--- config.mk ---
export PLATFORM = sky130hd
export DESIGN_NAME = wshb_arbiter_flat
export DESIGN_NICKNAME = d
export VERILOG_FILES = /design/src/rtl/wshb_if.sv /design/src/rtl/wshb_arbiter.sv /design/src/flat_wrapper.sv
export SDC_FILE = /design/constraint.sdc
export NUM_CORES = 1
export LEC_CHECK = 0
export BUFFER_PORTS_ARGS = -buffer_cell sky130_fd_sc_hd__buf_4
export CORE_MARGIN = 2
export CORE_UTILIZATION = 25
export CTS_BUF_LIST = sky130_fd_sc_hd__clkbuf_8
export CTS_CLUSTER_SIZE = 20
export DETAILED_ROUTE_END_ITERATION = 12
export GPL_ROUTABILITY_DRIVEN = 0
export SETUP_SLACK_MARGIN = 0.1
export SYNTH_ARGS = -nofsm -noshare
export SYNTH_HDL_FRONTEND = slang
export SYNTH_SLANG_ARGS = --single-unit
--- constraint.sdc ---
create_clock -name clk -period 1.9 [get_ports clk]
set_input_delay 0.095 -clock clk [delete_from_list [all_inputs] [get_ports clk]]
set_output_delay 0.095 -clock clk [all_outputs]
set_load 0.02 [all_outputs]
--- src/rtl/wshb_if.sv ---
// Wishbone 16-bit bus bundle shared by the VGA reader, the mire writer and
// the SDRAM controller port.
//   master modport : the side that starts cycles (drives cyc/stb/we/adr/...)
//   slave  modport : the side that answers (drives ack/dat_sm)
interface wshb_if #(
    parameter int ADR_W = 32,
    parameter int DAT_W = 16
);
    logic                 cyc;
    logic                 stb;
    logic                 we;
    logic [ADR_W-1:0]     adr;
    logic [DAT_W-1:0]     dat_ms;
    logic [DAT_W/8-1:0]   sel;
    logic                 ack;
    logic [DAT_W-1:0]     dat_sm;

    modport master (
        output cyc, stb, we, adr, dat_ms, sel,
        input  ack, dat_sm
    );

    modport slave (
        input  cyc, stb, we, adr, dat_ms, sel,
        output ack, dat_sm
    );
endinterface

--- src/rtl/wshb_arbiter.sv ---
// Two-master / one-slave Wishbone arbiter (wshb_clk domain).
// M0 = VGA frame reader, M1 = mire pattern writer, slave = SDRAM controller.
// A granted master keeps the bus until it drops cyc; on release the bus goes
// straight to a waiting master with no idle cycle. Per-master ack counters
// (wrap-around) are kept for debug.
// Build option: define WSHB_ARB_RR_EN for round-robin tie-break in IDLE;
// left undefined, M0 always wins a simultaneous request.
module wshb_arbiter #(
    parameter int ADR_W = 32,
    parameter int DAT_W = 16,
    parameter int CNT_W = 16
) (
    input  logic             clk,
    input  logic             rst,
    wshb_if.slave            m0,
    wshb_if.slave            m1,
    wshb_if.master           s,
    output logic [1:0]       grant,
    output logic [CNT_W-1:0] ack_cnt0,
    output logic [CNT_W-1:0] ack_cnt1
);
    typedef enum logic [1:0] {
        ST_IDLE = 2'd0,
        ST_OWN0 = 2'd1,
        ST_OWN1 = 2'd2
    } state_e;

    localparam logic OWNER_M0 = 1'b0;
    localparam logic OWNER_M1 = 1'b1;

    state_e           state_q, state_d;
    logic             last_owner_q, last_owner_d;
    logic [CNT_W-1:0] ack_cnt0_q, ack_cnt0_d;
    logic [CNT_W-1:0] ack_cnt1_q, ack_cnt1_d;
    state_e           tie_pick_s;

    // Winner when both masters raise cyc together while the bus is idle.
    always_comb begin
`ifdef WSHB_ARB_RR_EN
        if (last_owner_q == OWNER_M0) begin
            tie_pick_s = ST_OWN1;
        end else begin
            tie_pick_s = ST_OWN0;
        end
`else
        tie_pick_s = ST_OWN0;
`endif
    end

    // Ownership FSM: grant on request, hold while cyc, hand over on release.
    always_comb begin
        state_d      = state_q;
        last_owner_d = last_owner_q;
        case (state_q)
            ST_IDLE: begin
                if (m0.cyc && m1.cyc) begin
                    state_d = tie_pick_s;
                end else if (m0.cyc) begin
                    state_d = ST_OWN0;
                end else if (m1.cyc) begin
                    state_d = ST_OWN1;
                end else begin
                    state_d = ST_IDLE;
                end
            end
            ST_OWN0: begin
                if (!m0.cyc) begin
                    last_owner_d = OWNER_M0;
                    state_d      = m1.cyc ? ST_OWN1 : ST_IDLE;
                end else begin
                    state_d = ST_OWN0;
                end
            end
            ST_OWN1: begin
                if (!m1.cyc) begin
                    last_owner_d = OWNER_M1;
                    state_d      = m0.cyc ? ST_OWN0 : ST_IDLE;
                end else begin
                    state_d = ST_OWN1;
                end
            end
            default: begin
                state_d = ST_IDLE;
            end
        endcase
    end

    // Combinational routing of the owner's signals to the slave and of the
    // slave ack back to the owner; an owner that drops cyc is cut off at once.
    always_comb begin
        grant     = 2'b00;
        s.cyc     = 1'b0;
        s.stb     = 1'b0;
        s.we      = 1'b0;
        s.adr     = {ADR_W{1'b0}};
        s.dat_ms  = {DAT_W{1'b0}};
        s.sel     = {(DAT_W/8){1'b0}};
        m0.ack    = 1'b0;
        m1.ack    = 1'b0;
        m0.dat_sm = s.dat_sm;
        m1.dat_sm = s.dat_sm;
        case (state_q)
            ST_OWN0: begin
                grant    = 2'b01;
                s.cyc    = m0.cyc;
                s.stb    = m0.cyc & m0.stb;
                s.we     = m0.cyc & m0.we;
                s.adr    = m0.cyc ? m0.adr : {ADR_W{1'b0}};
                s.dat_ms = m0.cyc ? m0.dat_ms : {DAT_W{1'b0}};
                s.sel    = m0.cyc ? m0.sel : {(DAT_W/8){1'b0}};
                m0.ack   = s.ack & m0.cyc & m0.stb;
            end
            ST_OWN1: begin
                grant    = 2'b10;
                s.cyc    = m1.cyc;
                s.stb    = m1.cyc & m1.stb;
                s.we     = m1.cyc & m1.we;
                s.adr    = m1.cyc ? m1.adr : {ADR_W{1'b0}};
                s.dat_ms = m1.cyc ? m1.dat_ms : {DAT_W{1'b0}};
                s.sel    = m1.cyc ? m1.sel : {(DAT_W/8){1'b0}};
                m1.ack   = s.ack & m1.cyc & m1.stb;
            end
            default: begin
                grant = 2'b00;
            end
        endcase
    end

    // Debug ack counters: one count per delivered ack, wrapping naturally.
    always_comb begin
        if (m0.ack) begin
            ack_cnt0_d = ack_cnt0_q + CNT_W'(1);
        end else begin
            ack_cnt0_d = ack_cnt0_q;
        end
        if (m1.ack) begin
            ack_cnt1_d = ack_cnt1_q + CNT_W'(1);
        end else begin
            ack_cnt1_d = ack_cnt1_q;
        end
    end

    // State, last owner and counters; last owner starts at M1 so M0 wins the
    // first tie after reset.
    always_ff @(posedge clk or posedge rst) begin
        if (rst) begin
            state_q      <= ST_IDLE;
            last_owner_q <= OWNER_M1;
            ack_cnt0_q   <= {CNT_W{1'b0}};
            ack_cnt1_q   <= {CNT_W{1'b0}};
        end else begin
            state_q      <= state_d;
            last_owner_q <= last_owner_d;
            ack_cnt0_q   <= ack_cnt0_d;
            ack_cnt1_q   <= ack_cnt1_d;
        end
    end

    assign ack_cnt0 = ack_cnt0_q;
    assign ack_cnt1 = ack_cnt1_q;
endmodule

--- src/flat_wrapper.sv ---
// flat-port wrapper written by rule: the top's interface ports become plain ports
module wshb_arbiter_flat 
#(
    parameter int ADR_W = 32,
    parameter int DAT_W = 16,
    parameter int CNT_W = 16
)
  (clk, rst, grant, ack_cnt0, ack_cnt1, m0_cyc, m0_stb, m0_we, m0_adr, m0_dat_ms, m0_sel, m0_ack, m0_dat_sm, m1_cyc, m1_stb, m1_we, m1_adr, m1_dat_ms, m1_sel, m1_ack, m1_dat_sm, s_cyc, s_stb, s_we, s_adr, s_dat_ms, s_sel, s_ack, s_dat_sm);
  wshb_if #(.ADR_W(ADR_W), .DAT_W(DAT_W)) m0_i ();
  wshb_if #(.ADR_W(ADR_W), .DAT_W(DAT_W)) m1_i ();
  wshb_if #(.ADR_W(ADR_W), .DAT_W(DAT_W)) s_i ();
  input  logic clk;
  input  logic rst;
  output logic [1:0] grant;
  output logic [CNT_W-1:0] ack_cnt0;
  output logic [CNT_W-1:0] ack_cnt1;
  input wire logic [$bits(m0_i.cyc)-1:0] m0_cyc;
  input wire logic [$bits(m0_i.stb)-1:0] m0_stb;
  input wire logic [$bits(m0_i.we)-1:0] m0_we;
  input wire logic [$bits(m0_i.adr)-1:0] m0_adr;
  input wire logic [$bits(m0_i.dat_ms)-1:0] m0_dat_ms;
  input wire logic [$bits(m0_i.sel)-1:0] m0_sel;
  output wire logic [$bits(m0_i.ack)-1:0] m0_ack;
  output wire logic [$bits(m0_i.dat_sm)-1:0] m0_dat_sm;
  input wire logic [$bits(m1_i.cyc)-1:0] m1_cyc;
  input wire logic [$bits(m1_i.stb)-1:0] m1_stb;
  input wire logic [$bits(m1_i.we)-1:0] m1_we;
  input wire logic [$bits(m1_i.adr)-1:0] m1_adr;
  input wire logic [$bits(m1_i.dat_ms)-1:0] m1_dat_ms;
  input wire logic [$bits(m1_i.sel)-1:0] m1_sel;
  output wire logic [$bits(m1_i.ack)-1:0] m1_ack;
  output wire logic [$bits(m1_i.dat_sm)-1:0] m1_dat_sm;
  output wire logic [$bits(s_i.cyc)-1:0] s_cyc;
  output wire logic [$bits(s_i.stb)-1:0] s_stb;
  output wire logic [$bits(s_i.we)-1:0] s_we;
  output wire logic [$bits(s_i.adr)-1:0] s_adr;
  output wire logic [$bits(s_i.dat_ms)-1:0] s_dat_ms;
  output wire logic [$bits(s_i.sel)-1:0] s_sel;
  input wire logic [$bits(s_i.ack)-1:0] s_ack;
  input wire logic [$bits(s_i.dat_sm)-1:0] s_dat_sm;
  assign m0_i.cyc = m0_cyc;
  assign m0_i.stb = m0_stb;
  assign m0_i.we = m0_we;
  assign m0_i.adr = m0_adr;
  assign m0_i.dat_ms = m0_dat_ms;
  assign m0_i.sel = m0_sel;
  assign m0_ack = m0_i.ack;
  assign m0_dat_sm = m0_i.dat_sm;
  assign m1_i.cyc = m1_cyc;
  assign m1_i.stb = m1_stb;
  assign m1_i.we = m1_we;
  assign m1_i.adr = m1_adr;
  assign m1_i.dat_ms = m1_dat_ms;
  assign m1_i.sel = m1_sel;
  assign m1_ack = m1_i.ack;
  assign m1_dat_sm = m1_i.dat_sm;
  assign s_cyc = s_i.cyc;
  assign s_stb = s_i.stb;
  assign s_we = s_i.we;
  assign s_adr = s_i.adr;
  assign s_dat_ms = s_i.dat_ms;
  assign s_sel = s_i.sel;
  assign s_i.ack = s_ack;
  assign s_i.dat_sm = s_dat_sm;
  wshb_arbiter #(.ADR_W(ADR_W), .DAT_W(DAT_W), .CNT_W(CNT_W)) u_core (.clk(clk), .rst(rst), .m0(m0_i), .m1(m1_i), .s(s_i), .grant(grant), .ack_cnt0(ack_cnt0), .ack_cnt1(ack_cnt1));
endmodule
* Word-level counts from Yosys, hierarchy flattened
Cells that the tools add are included.
Operators by class: multiplexer cells 21, add/subtract/negate cells 2, equality and inequality tests 2, reductions and logical operators 2, bitwise logic cells 8
Operators by type and width (number):
- two-way mux 32 bit | 2
- one-hot mux 32 bit (2 select lines) | 1
- adder 16 x 1 -> 16 bit, second input constant | 2
- two-way mux 16 bit | 2
- one-hot mux 16 bit (2 select lines) | 1
- two-way mux 2 bit | 6
- AND 1 bit | 8
- one-hot mux 2 bit (2 select lines) | 2
- one-hot mux 1 bit (2 select lines) | 3
- one-hot mux 2 bit (3 select lines) | 1
- two-way mux 1 bit | 3
- == test 2 x 1 -> 1 bit, second input constant | 1
- == test 2 bit, second input constant | 1
- zero test 2 bit | 1
- logical AND 1 bit | 1
Storage, ports and cells: register bits 34, output and inout bits 121, word-level logic and storage cells 38

* Logic depth before layout (Yosys ltp)
depth after elaboration 4, depth in mapped cells 7, depth with buffers taken out 7

* Least setup slack after synthesis
OpenSTA, ideal clock, no wires.
path kind flip-flop to output port, from reg u_core.state_q[1], to out s_adr[0], cell stages (with the launch flop) 8, path slack 0.035 ns, data arrival time 1.770 ns, required time 1.805 ns, path through dfrtp_1 inv_1 ha_1 and2_1 clkbuf_1 buf_2 a22oi_1 nor2b_1
Between the ends: word-level cells in the longest chain between the ends 2, elaborated cells between the ends (all ways) 3, classes of those cells 2 x eq/ne; 1 x mux
Ends and longest elaborated chain:
- start: declaration | line wshb_arbiter.sv:31 | state_e state_q, state_d;
- start signal: assignment | line wshb_arbiter.sv:152 | state_q <= state_d;
- == test 2 bit / == test 2 x 1 -> 1 bit (equally long branches) | line wshb_arbiter.sv:102 | case (state_q)
- one-hot mux 32 bit (2 select lines) * | line wshb_arbiter.sv:102
- end: declaration | line flat_wrapper.sv:36 | output wire logic [$bits(s_i.adr)-1:0] s_adr;
Every way passes the cells marked *; elsewhere a longest branch is shown, timed or not.

* Worst setup path after layout
from reg u_core.state_q[0], to out s_dat_ms[3]
Between the ends: word-level cells in the longest chain between the ends 2, elaborated cells between the ends (all ways) 3, classes of those cells 2 x eq/ne; 1 x mux
Ends and longest elaborated chain:
- == test 2 bit / == test 2 x 1 -> 1 bit (equally long branches) | line wshb_arbiter.sv:102
- one-hot mux 16 bit (2 select lines) * | line wshb_arbiter.sv:102
- end: declaration | line flat_wrapper.sv:37 | output wire logic [$bits(s_i.dat_ms)-1:0] s_dat_ms;
Marked as above.

==> results.cfg <==
[route]
ant_nets = 0
route.vias.total = 2958
wirelength_mm = 11.6
firstDrtPassIters = 4
wl_per_cell_um = 18.5
drc = 0
vias_per_cell = 4.71
initialDrtViolationCount = 100

[cells_and_area]
antennaDiodeCount = 0
drive_above_1_share_pct = 74.8
fin_util_pct = 54.1
finalNonFillerCells = 628
syn_to_final_growth_pct = 111
fin_nets = 623

[hold_path]
hold_class = primary input to flop

[floorplanning]
core_area_um2 = 10300
std_cell_rows = 37
io_pins = 246
die_w_um = 107
initial_utilization_pct = 25.6
die_area_um2 = 11400
die_y_um = 107

[pwr]
p_per_area_nw_per_um2 = 655
power.leakage_nw = 2.53
irDropWorstVdd_mv = 0.389

[global_routing]
grt_remaining_overflow = 0
grt_pass1_wl_mm = 16.6
grt_use_total_pct = 18.7
grt_pass1_vias = 3076
antenna_found_initial = 0
grt_max_degree = 35

[sta]
tightest_slew_ns = 0.436
rsz0062_at_grt = true
hold_viol = 0
slew_headroom_pct = 70.9
fin_skew_ns = 0.00354
period_share_pct = 102
setup_viol = 9
max_freq_mhz = 516
fin_crit_ns = 1.94
slew_violations = 0
fin_ws_ns = -0.0383
holdWs_ns = 0.108

[critical_path]
start_kind = flop
crit_family = buffers and inverters
endpoint_kind = primary output
path_buf_inv = 4
worstSetupPathType = flop to primary output
slowest_stage = dfrtp_1
cp.required_ns = 1.80
path_cells = inv_2, ha_4, and2_4, buf_12, clkbuf_16, a22oi_2, nor2b_2, buf_6
worstPathMaxFanout = 6
cp_slowest_stage_delay_ns = 0.43
arrival_ns = 1.84

[clock_network]
htreeDepth = 2
path_clk_slew_ns = 0.07
cts_root_buffer = clkbuf_8
cts_buffers = 5
numClockSinks = 34
cts_tree = done
cts_max_path_buffers = 2
clock_latency_ns = 0.28

[synthesis]
async_flop_share_pct = 100
synth_largest_area_cell = dfrtp_1
synthesis.nets = 426
yosysWarnings = 0
yosysSeqAreaShare_pct = 32.3
synthCells = 294
synth_cell_types = 28
synth-edff-count = 0
syn_area_per_cell_um2 = 8.95
synthTopCellsByArea = dfrtp_1 32%, a22oi_1 15%, nor2b_1 13%
ys_ff_latch = 34
syn-cell-area_um2 = 2630
synth_top_area_share_pct = 32.3
ys.flop_type = dfrtp_1

[status]
status = finished with violations
violations = negative setup slack

[placed_design]
dp.cells = 584
dp_hpwl_mm = 7.39
port-buffer-count = 197
pre_cts_ws_ns = 0.0856

[flow_run]
max_cap_viol_count = 0
## cell families (layout without fill, tap and decap cells)
family	Yosys count	count (layout)	share of synthesized area, %
and+or+nand+nor	114	114	26.2
buffers and inverters	55	253	12.9
AOI/OAI and AO/OA	54	54	15.3
DFF	34	34	32.3
xor gates and xnor gates	30	30	9.98
adders and majority gates	7	7	3.33
## worst reg2reg max path, cell delays in order (launching register included)
cell and delay (ns):
dfrtp_1 0.44, inv_2 0.13, buf_6 0.12, ha_2 0.20, nand4_4 0.18, buf_4 0.20, nor3_1 0.21, xor2_1 0.16
## placed cells by master (no fill, tap or decap), types with 3 or more instances in the layout
master and instances:
a22oi_2 52, and3_1 4, buf_12 8, buf_16 10, buf_4 159, buf_6 55, clkbuf_16 5, clkbuf_8 6
dfrtp_1 34, ha_1 3, ha_4 3, inv_1 3, inv_2 4, nand2_1 15, nand3_1 10, nand4_1 8
nor2_1 9, nor2b_2 31, nor2b_4 22, xnor2_1 21, xor2_1 9
## routing by layer
| layer | wire length (µm) | share of wire [%] | up-vias | track usage [%] |
|---|---|---|---|---|
| li1 | - | - | 1390 | - |
| met4 | 184 | 1.6 | 0 | 3.53 |
| met3 | 951 | 8.2 | 14 | 6.50 |
| met2 | 6400 | 55 | 153 | 35.1 |
| met5 | 0 | 0 | - | 0 |
| met1 | 4090 | 35 | 1401 | 20.3 |
## Yosys cell counts (2+ instances only)
library cell / instances
a22oi_1: 52
and2_1: 3
and3_1: 4
buf_2: 10
buf_4: 32
clkbuf_1: 7
dfrtp_1: 34
ha_1: 7
inv_1: 5
nand2_1: 15
nand3_1: 10
nand4_1: 8
nand4_2: 2
nor2_1: 9
nor2b_1: 53
nor3_1: 2
nor3_2: 2
xnor2_1: 21
xor2_1: 9
## layout make-up
cell class	count	area, µm²
tap	136	170
inverter	6	22.5
clock inverter	2	8.76
clock buffer	6	82.6
multi-input combinational	205	2030
fill	925	4710
timing repair buffer	239	2400
sequential	34	851
## per-stage QoR
step	total power [W]	area [µm²]	setup TNS (ns)
after floorplan	0.00173	2760	0
after global placement	0.00219	4160	0
after detailed placement	0.00221	4160	0
after CTS	0.00329	4950	0
after global routing	0.00383	5560	-1.62
final	0.00364	5560	-0.0910
## timing repair
item | CTS | global route
buffers inserted | 9 | 10
hold endpoints to repair | 34 | 0
hold buffers | 1 | 0
cloned | 9 | 7
pin swaps | 8 | 23
setup endpoints to repair | 56 | 69
gates resized for setup | 79 | 87
## final timing paths
path | startpoint | endpoint | slack (ns) | cells after the start
min in group asynchronous | rst | u_core.ack_cnt1[15] | 0.47 | 4
hold reg to reg | u_core.ack_cnt0[15] | u_core.ack_cnt0[15] | 0.48 | 1
setup / recovery | u_core.state_q[0] | s_dat_ms[3] | -0.04 | 8
max in group asynchronous | rst | u_core.ack_cnt1[3] | 1.11 | 4
setup reg to reg | u_core.state_q[0] | u_core.ack_cnt1[6] | 0.20 | 7
hold / removal | m1_cyc | u_core.state_q[1] | 0.11 | 3
## registers in the layout, summed over array words and instances (netlist names)
| signal | count |
|---|---|
| u_core.ack_cnt0 | 16 |
| u_core.ack_cnt1 | 16 |
| u_core.state_q | 2 |
## power by group
| part | switching (W) | leakage, nW | internal [W] |
|---|---|---|---|
| combinational | 0.000945 | 2.02 | 0.00130 |
| sequential | 0.0000820 | 0.467 | 0.000781 |
| clock | 0.000250 | 0.0524 | 0.000287 |
(Power assumes the default switching activity.)
